File: config.mk
export PLATFORM = sky130hd
export DESIGN_NAME = cache_controller
export DESIGN_NICKNAME = d
export VERILOG_FILES = /design/src/rtl/cache_controller_pkg.sv /design/src/rtl/cache_controller.sv
export SDC_FILE = /design/constraint.sdc
export NUM_CORES = 1
export LEC_CHECK = 0
export ABC_AREA = 1
export CAP_MARGIN = 20
export CORE_MARGIN = 5
export CORE_UTILIZATION = 36
export DETAILED_ROUTE_END_ITERATION = 12
export PLACE_DENSITY = 0.91
export SLEW_MARGIN = 15
export SYNTH_ARGS = -nofsm -noshare
export SYNTH_HDL_FRONTEND = slang
export SYNTH_SLANG_ARGS = --single-unit
export TNS_END_PERCENT = 5
File: constraint.sdc
create_clock -name clk -period 1.8 [get_ports clk]
set_clock_uncertainty 0.2 [all_clocks]
set_input_delay 0.36 -clock clk [delete_from_list [all_inputs] [get_ports clk]]
set_output_delay 0.36 -clock clk [all_outputs]
set_load 0.02 [all_outputs]
File: src/rtl/cache_controller_pkg.sv
// Shared types and sizing for the blocking read-allocate / write-through cache controller.
package cache_controller_pkg;

  localparam int BASE_ADDR_DEF = 1024;
  localparam int ADR_W_DEF     = 19;
  localparam int LINE_W        = 64;

  typedef enum logic [2:0] {
    ST_IDLE  = 3'd0,
    ST_RD_LO = 3'd1,
    ST_RD_HI = 3'd2,
    ST_FILL  = 3'd3,
    ST_WR    = 3'd4,
    ST_DONE  = 3'd5
  } state_e;

endpackage

File: src/rtl/cache_controller.sv
// Cache front-end: zero-latency hits, two-beat SRAM line refill on a miss,
// and write-through stores that invalidate the matching cache line.
//
//   state  | meaning
//   IDLE   | serve hits, dispatch misses and stores
//   RD_LO  | fetch line word at offset 0
//   RD_HI  | fetch line word at offset 4
//   FILL   | write the assembled line into the cache
//   WR     | write store word through to SRAM
//   DONE   | release the pipeline for one cycle
module cache_controller
  import cache_controller_pkg::*;
#(
  parameter int BASE_ADDR = BASE_ADDR_DEF,
  parameter int ADR_W     = ADR_W_DEF
) (
  input  logic              clk,
  input  logic              rst,
  input  logic              mem_r_en,
  input  logic              mem_w_en,
  input  logic [31:0]       address,
  input  logic [31:0]       wdata,
  output logic [31:0]       rdata,
  output logic              ready,
  output logic [ADR_W-1:0]  cch_adr,
  output logic              cch_read_en,
  output logic              cch_write_en,
  output logic              cch_update,
  output logic [LINE_W-1:0] cch_write_data,
  input  logic              cch_miss,
  input  logic [31:0]       cch_read_data,
  output logic              sram_req,
  output logic              sram_we,
  output logic [ADR_W-1:0]  sram_addr,
  output logic [31:0]       sram_wdata,
  input  logic [31:0]       sram_rdata,
  input  logic              sram_ack
);

  state_e r_state, w_next;
  logic [31:0] r_lo_buf, r_hi_buf;
  logic        r_was_rd;

  logic [31:0]      w_offset_full;
  logic [ADR_W-1:0] w_offset;
  logic             w_unused_offset_hi;

  assign w_offset_full      = address - 32'(BASE_ADDR);
  assign w_offset           = w_offset_full[ADR_W-1:0];
  assign w_unused_offset_hi = ^w_offset_full[31:ADR_W];

  always_ff @(posedge clk) begin
    if (rst) begin
      r_state  <= ST_IDLE;
      r_lo_buf <= '0;
      r_hi_buf <= '0;
      r_was_rd <= 1'b0;
    end else begin
      r_state <= w_next;
      if (r_state == ST_RD_LO && sram_ack) r_lo_buf <= sram_rdata;
      if (r_state == ST_RD_HI && sram_ack) r_hi_buf <= sram_rdata;
      if (r_state == ST_IDLE) begin
        if (mem_w_en)                  r_was_rd <= 1'b0;
        else if (mem_r_en && cch_miss) r_was_rd <= 1'b1;
      end
    end
  end

  always_comb begin
    w_next         = r_state;
    ready          = 1'b0;
    rdata          = '0;
    cch_adr        = w_offset;
    cch_read_en    = mem_r_en;
    cch_write_en   = mem_w_en;
    cch_update     = 1'b0;
    cch_write_data = '0;
    sram_req       = 1'b0;
    sram_we        = 1'b0;
    sram_addr      = '0;
    sram_wdata     = '0;

    unique case (r_state)
      ST_IDLE: begin
        ready = 1'b1;
        if (mem_w_en) begin
          ready  = 1'b0;
          w_next = ST_WR;
        end else if (mem_r_en) begin
          if (cch_miss) begin
            ready  = 1'b0;
            w_next = ST_RD_LO;
          end else begin
            rdata = cch_read_data;
          end
        end
      end
      ST_RD_LO: begin
        sram_req  = 1'b1;
        sram_addr = {w_offset[ADR_W-1:3], 3'b000};
        if (sram_ack) w_next = ST_RD_HI;
      end
      ST_RD_HI: begin
        sram_req  = 1'b1;
        sram_addr = {w_offset[ADR_W-1:3], 3'b100};
        if (sram_ack) w_next = ST_FILL;
      end
      ST_FILL: begin
        cch_update     = 1'b1;
        cch_write_data = {r_lo_buf, r_hi_buf};
        w_next         = ST_DONE;
      end
      ST_WR: begin
        sram_req   = 1'b1;
        sram_we    = 1'b1;
        sram_addr  = {w_offset[ADR_W-1:2], 2'b00};
        sram_wdata = wdata;
        // Invalidate on ack so a stale hit line never outlives the store.
        if (sram_ack) begin
          cch_update = 1'b1;
          w_next     = ST_DONE;
        end
      end
      ST_DONE: begin
        ready        = 1'b1;
        cch_read_en  = 1'b0;
        cch_write_en = 1'b0;
        if (r_was_rd) rdata = w_offset[2] ? r_hi_buf : r_lo_buf;
        w_next = ST_IDLE;
      end
      default: w_next = ST_IDLE;
    endcase

    // Reset is synchronous, so mask outputs while it is held to abandon any transfer cleanly.
    if (rst) begin
      w_next         = ST_IDLE;
      ready          = 1'b1;
      rdata          = '0;
      cch_adr        = '0;
      cch_read_en    = 1'b0;
      cch_write_en   = 1'b0;
      cch_update     = 1'b0;
      cch_write_data = '0;
      sram_req       = 1'b0;
      sram_we        = 1'b0;
      sram_addr      = '0;
      sram_wdata     = '0;
    end
  end

endmodule

-- After elaboration in Yosys (flattened, before gate mapping)
Index checks and enable logic that the tools add are counted.
- register bits: 68
- latch bits: 0
- bits in writable memories: 0
- memory bits (read-only): 0
- output and inout bits: 172
- word-level logic and storage cells: 62
- memories: 0
- $add $sub $neg: 1
- multipliers: 0
- div/mod/pow operators: 0
- magnitude comparators: 0
- eq/ne operators: 10
- shift operators: 0
- multiplexer cells: 39
- bitwise operators: 0
- reductions and logical operators: 8
- operators with widths (cell ; number):
    32-bit 2-to-1 mux ; 8
    64-bit 2-to-1 mux ; 2
    32-bit case mux with 2 select lines ; 1
    19-bit case mux with 3 select lines ; 1
    19-bit 2-to-1 mux ; 2
    19-bit by 11-bit subtractor with 19-bit output, second input constant ; 1
    3-bit 2-to-1 mux ; 6
    1-bit 2-to-1 mux ; 16
    3-bit case mux with 5 select lines ; 1
    3-bit by 2-bit equality test with 1-bit output, second input constant ; 2
    3-bit equality test, second input constant ; 2
    2-bit inequality test, second input constant ; 3
    3-bit inequality test, second input constant ; 2
    5-bit AND reduction ; 1
    1-bit case mux with 2 select lines ; 2
    3-bit by 1-bit equality test with 1-bit output, second input constant ; 1
    1-bit logical AND ; 3
    3-bit zero test ; 1
    3-bit OR reduction ; 1
    2-bit AND reduction ; 1
    2-bit nonzero test ; 1

-- Logic depth before layout (Yosys ltp)
Gate-level depths: netlist (run 1).
- word-level depth: 5
- depth in mapped cells: 8
- gate-level depth less buffers: 8

-- Worst setup path before layout (run 1)
OpenSTA, ideal clock, no wires.
- path kind: input to output
- start: input address[2]
- end: output sram_addr[2]
- data arrival time: 1441 ps
- data required time: 1240 ps
- setup slack: -201 ps
- cell stages on the path: 6
- path buffers: 2
- cell sequence: buf_2 -> clkbuf_1 -> inv_1 -> nor2_1 -> nand2_1 -> o21ai_0
- word-level cells in the longest chain between the ends: 3
- RTL lines (item ; line ; text):
    from (decl) ; cache_controller.sv:21 ; input logic [31:0] address,
    19-bit by 11-bit subtractor with 19-bit output ; cache_controller.sv:48 ; assign w_offset_full = address - 32'(BASE_ADDR);
    19-bit case mux with 3 select lines ; cache_controller.sv:83 ; unique case (r_state)
    19-bit 2-to-1 mux ; cache_controller.sv:135 ; if (rst) begin
    to (decl) ; cache_controller.sv:34 ; output logic [ADR_W-1:0] sram_addr,
Every way passes these cells.

-- Worst setup path after layout (run 1)
- start: register r_state[0]
- end: output rdata[11]
- word-level cells in the longest chain between the ends: 3
- elaborated cells on any way between the ends: 4
- those cells by class: eq/ne: 1; mux: 2; reduce/logical: 1
- RTL lines (item ; line ; text):
    from (decl) ; cache_controller.sv:40 ; state_e r_state, w_next;
    from (signal assigned) ; cache_controller.sv:59 ; r_state <= w_next;
    3-bit equality test or 3-bit zero test (tied branches) ; cache_controller.sv:83 ;
    32-bit case mux with 2 select lines * ; cache_controller.sv:83 ;
    32-bit 2-to-1 mux * ; cache_controller.sv:135 ;
    to (decl) ; cache_controller.sv:23 ; output logic [31:0] rdata,
Mark *: on every way between the ends. The rest lies on a longest branch, timed or not.

==> impl_results.md, run 1 <==
* Result of the run: finished, violations left
* Violations in the final reports: setup timing
* Total number of vias at 6189
* Crit path arrival time at 1.79 ns
* Library cells used by synthesis at 31
* Power density of the placed cells at 825.9 nW/µm²
* Worst Setup End Kind: output pin
* Number of max-slew violations in the final report at 0
* Antenna violations before repair at 0
* Number of synthesized register bits at 68
* Dominant cell by count in the synthesized netlist: sky130_fd_sc_hd__nor2_1
* Global-route wire length before repair at 31610 µm
* Total number of clock tree sinks at 68
* Primary FF master, synth: sky130_fd_sc_hd__dfxtp_1
* Net switching power at 0.002821 W
* Total clock buffers created by CTS at 9
* Sequential area share after synthesis at 30.65%
* Maximum clock insertion buffer count at 2
* Critical path data required time at 1.24 ns
* Wirelength per Cell at 16.62 µm
* Core outline area at 12060 µm²
* Cell internal pwr at 0.004415 W
* Antenna Diode Count at 0
* Peak ir drop on the vdd network at 720.9 µV
* Initial Utilization at 36.83%
* Number of top-level pins at 306
* Number of standard cells after synthesis at 738
* Largest cells by area after synthesis: sky130_fd_sc_hd__dfxtp_1 31%, sky130_fd_sc_hd__nor2_1 12%, sky130_fd_sc_hd__a21oi_1 11%
* Setup repair after global routing missed its margin: yes
* Die height at 121.1 µm
* Number of synthesized flops with an enable pin at 0
* Pleak at 3.553 nW
* P&R area growth vs syn at 97.27%
* Footprint of the multi-input gates at 2846 µm²
* Final core occ at 72.65%
* Vias per inst at 4.939
* Number of DRC violations after detailed routing at 0
* Total grt overflow at 0
* Avg Synthesized Cell Area at 6.019 µm²
* Number of input and output port buffers inserted at 290
* Half-perimeter wire length after placement at 14910 µm
* Startpoint type of the worst setup path: register
* Post-synth ARST share at 0%
* TritonRoute pass-1 iters at 6
* Category of the critical setup timing path: register to output pin
* Final Critical Period at 2.353 ns
* CTS root buf: sky130_fd_sc_hd__clkbuf_16
* Share of power burned in registers at 27.2%
* Die area at 14660 µm²
* Pre-CTS WS at -0.9933 ns
* Number of setup violations in the final report at 158
* Overall die width at 121.1 µm
* Total of warnings raised by yosys at 0
* Clk Latency, worst-skew pair at 0.33 ns
* Fraction of layout instances using a drive strength above 1 at 40.55%
* Maximum number of pins on one net before global-route repair at 40
* Via count of the first global-routing pass at 6058
* Biggest area consumer among synthesized cells: sky130_fd_sc_hd__dfxtp_1
* Type of the most critical hold path: primary input to register
* DR iter-0 viols at 447
* Clk slew on worst S/H paths at 0.06 ns
* Count of hold-fix buffers inserted at cts at 0
* TritonCTS clock tree: yes
* Max Cap Viol at 0
* CTS H-tree depth at 3
* Leading cell types by count after synthesis: 137 x sky130_fd_sc_hd__nor2_1, 113 x sky130_fd_sc_hd__nand2_1, 96 x sky130_fd_sc_hd__a21oi_1, 94 x sky130_fd_sc_hd__o21ai_0, 93 x sky130_fd_sc_hd__inv_1
* Row count at 40
* Post-layout net count at 1216
* Final Hold Viols at 0
* Max Fanout on Critical Path at 11
* Post-detailed-route count of antenna-violating nets at 0
* Final clock period utilization by the worst path at 130.7%
* Gate power share at 50.9%
* Synth Cell Area at 4442 µm²
* Total routing resource utilization after global routing at 26.83%
* Post-route worst setup slack at -0.5531 ns
* Register area at 1368 µm²
* Final RePlAce weighted congestion at 0.9359
* Highest Clock Rate at 425.0 MHz
* Fillers at 937
* Switching share of power at 38.99%
* Clock network power share at 22.0%
* Total wirelength of the detailed-routed design at 20830 µm
* Post-synth top area share at 30.65%
==> final cells by class <==
type                       count  area share, %
clock buffer                   9          2.570
clock inverter                 6         0.4855
inverter                      95          4.070
multi-input combinational    516          32.49
sequential                    68          15.61
tap                          168          2.399
timing repair buffer         391          42.38
==> timing repair <==
item / in CTS / in global routing
hold endpoints to repair: 0 / 0
resized for setup: 840 / 68
setup buffers: 8 / 1
pin swaps: 9 / 8
setup endpoints to repair: 170 / 164
cloned: 2 / 2
==> critical path: stages (launching register included) <==
cell and delay (ns):
sky130_fd_sc_hd__dfxtp_4 0.37, sky130_fd_sc_hd__buf_4 0.14, sky130_fd_sc_hd__nand3_2 0.11, sky130_fd_sc_hd__nor2_4 0.14, sky130_fd_sc_hd__buf_12 0.14, sky130_fd_sc_hd__buf_12 0.14, sky130_fd_sc_hd__nand2_1 0.09, sky130_fd_sc_hd__a21oi_2 0.19
sky130_fd_sc_hd__buf_6 0.14
==> worst paths after layout <==
path                             startpoint          end  slack (ns)  cells after the start
worst max-delay path             r_state[0]    rdata[11]       -0.55                      8
worst min-delay path                    rst   r_state[2]        0.27                      3
worst max register to register   r_state[2]  r_hi_buf[5]        0.20                      7
worst min register to register  r_hi_buf[3]  r_hi_buf[3]        0.27                      2
==> per-stage QoR <==
step                      hold slack (ns)  power, W  cell area, µm²  std cells  setup TNS [ns]
after global placement             0.2566  0.005303            8338       1225          -98.16
after floorplan                    0.2441  0.003750            4747        739          -7.638
final                              0.2688  0.007237            8762       1253          -53.17
after detailed placement           0.2588  0.005399            8338       1225         -103.07
after global routing               0.2620  0.007685            8762       1253          -66.59
after CTS                          0.2297  0.007163            8549       1250          -58.63
==> cell usage in the layout, fill, tap and decap left out, types with 3 or more instances in the layout <==
cell type	n
sky130_fd_sc_hd__clkdlybuf4s15_2	16
sky130_fd_sc_hd__inv_2	11
sky130_fd_sc_hd__dlymetal6s2s_1	4
sky130_fd_sc_hd__nand3_4	4
sky130_fd_sc_hd__nor2_1	65
sky130_fd_sc_hd__dlygate4sd2_1	3
sky130_fd_sc_hd__inv_1	84
sky130_fd_sc_hd__dfxtp_1	65
sky130_fd_sc_hd__buf_12	14
sky130_fd_sc_hd__nand4_1	4
sky130_fd_sc_hd__o21ai_0	93
sky130_fd_sc_hd__buf_6	51
sky130_fd_sc_hd__nand2_1	105
sky130_fd_sc_hd__nand3_2	10
sky130_fd_sc_hd__a21oi_2	28
sky130_fd_sc_hd__buf_2	14
sky130_fd_sc_hd__nor2_2	71
sky130_fd_sc_hd__o21ai_1	5
sky130_fd_sc_hd__a21oi_4	4
sky130_fd_sc_hd__nand2_2	8
sky130_fd_sc_hd__nor2_4	4
sky130_fd_sc_hd__clkbuf_16	11
sky130_fd_sc_hd__nand3_1	31
sky130_fd_sc_hd__a21oi_1	68
sky130_fd_sc_hd__clkdlybuf4s50_1	111
sky130_fd_sc_hd__buf_4	172
==> power groups by stage <==
| stage | Combinational [W] | Clock (W) | Sequential (W) |
|---|---|---|---|
| after floorplan | 0.00180 | 0 | 0.00195 |
| after global placement | 0.00334 | 0 | 0.00197 |
| after global routing | 0.00398 | 0.00170 | 0.00200 |
| after CTS | 0.00359 | 0.00161 | 0.00196 |
| after detailed placement | 0.00342 | 0 | 0.00198 |
| final | 0.00368 | 0.00159 | 0.00197 |
==> cell families (layout without fill, tap and decap cells) <==
family                     Yosys count  after routing  share of synthesized area (%)
DFF                                 68             68                          30.65
and+or+nand+nor                    307            307                          28.93
adders and majority gates            1              1                         0.2816
AOI/OAI and AO/OA                  201            201                          23.15
other                                1              2                        0.08443
xor gates and xnor gates             5              5                         0.9861
buffers and inverters              155            501                          15.92
==> registers in the layout, indices dropped and copies added, names as in the netlist <==
register,flops
r_hi_buf,32
r_lo_buf,32
r_state,3
r_was_rd,1
==> routing by layer <==
metal,share of wire [%],routed length [µm],vias to the layer above,GRT usage [%]
met2,50,10490,262,47.72
met1,39,8175,2849,31.99
li1,-,-,3026,-
met4,2.7,570,0,8.640
met3,7.6,1590,52,5.734
met5,0,0,-,0
Power figures use the tool's default switching activity.
==> run 2, diff against run 1 <==
- SLEW_MARGIN: 15 -> default
==> results of run 2 <==
Same layout as run 1: the final DEF is identical, and so are final timing and power.
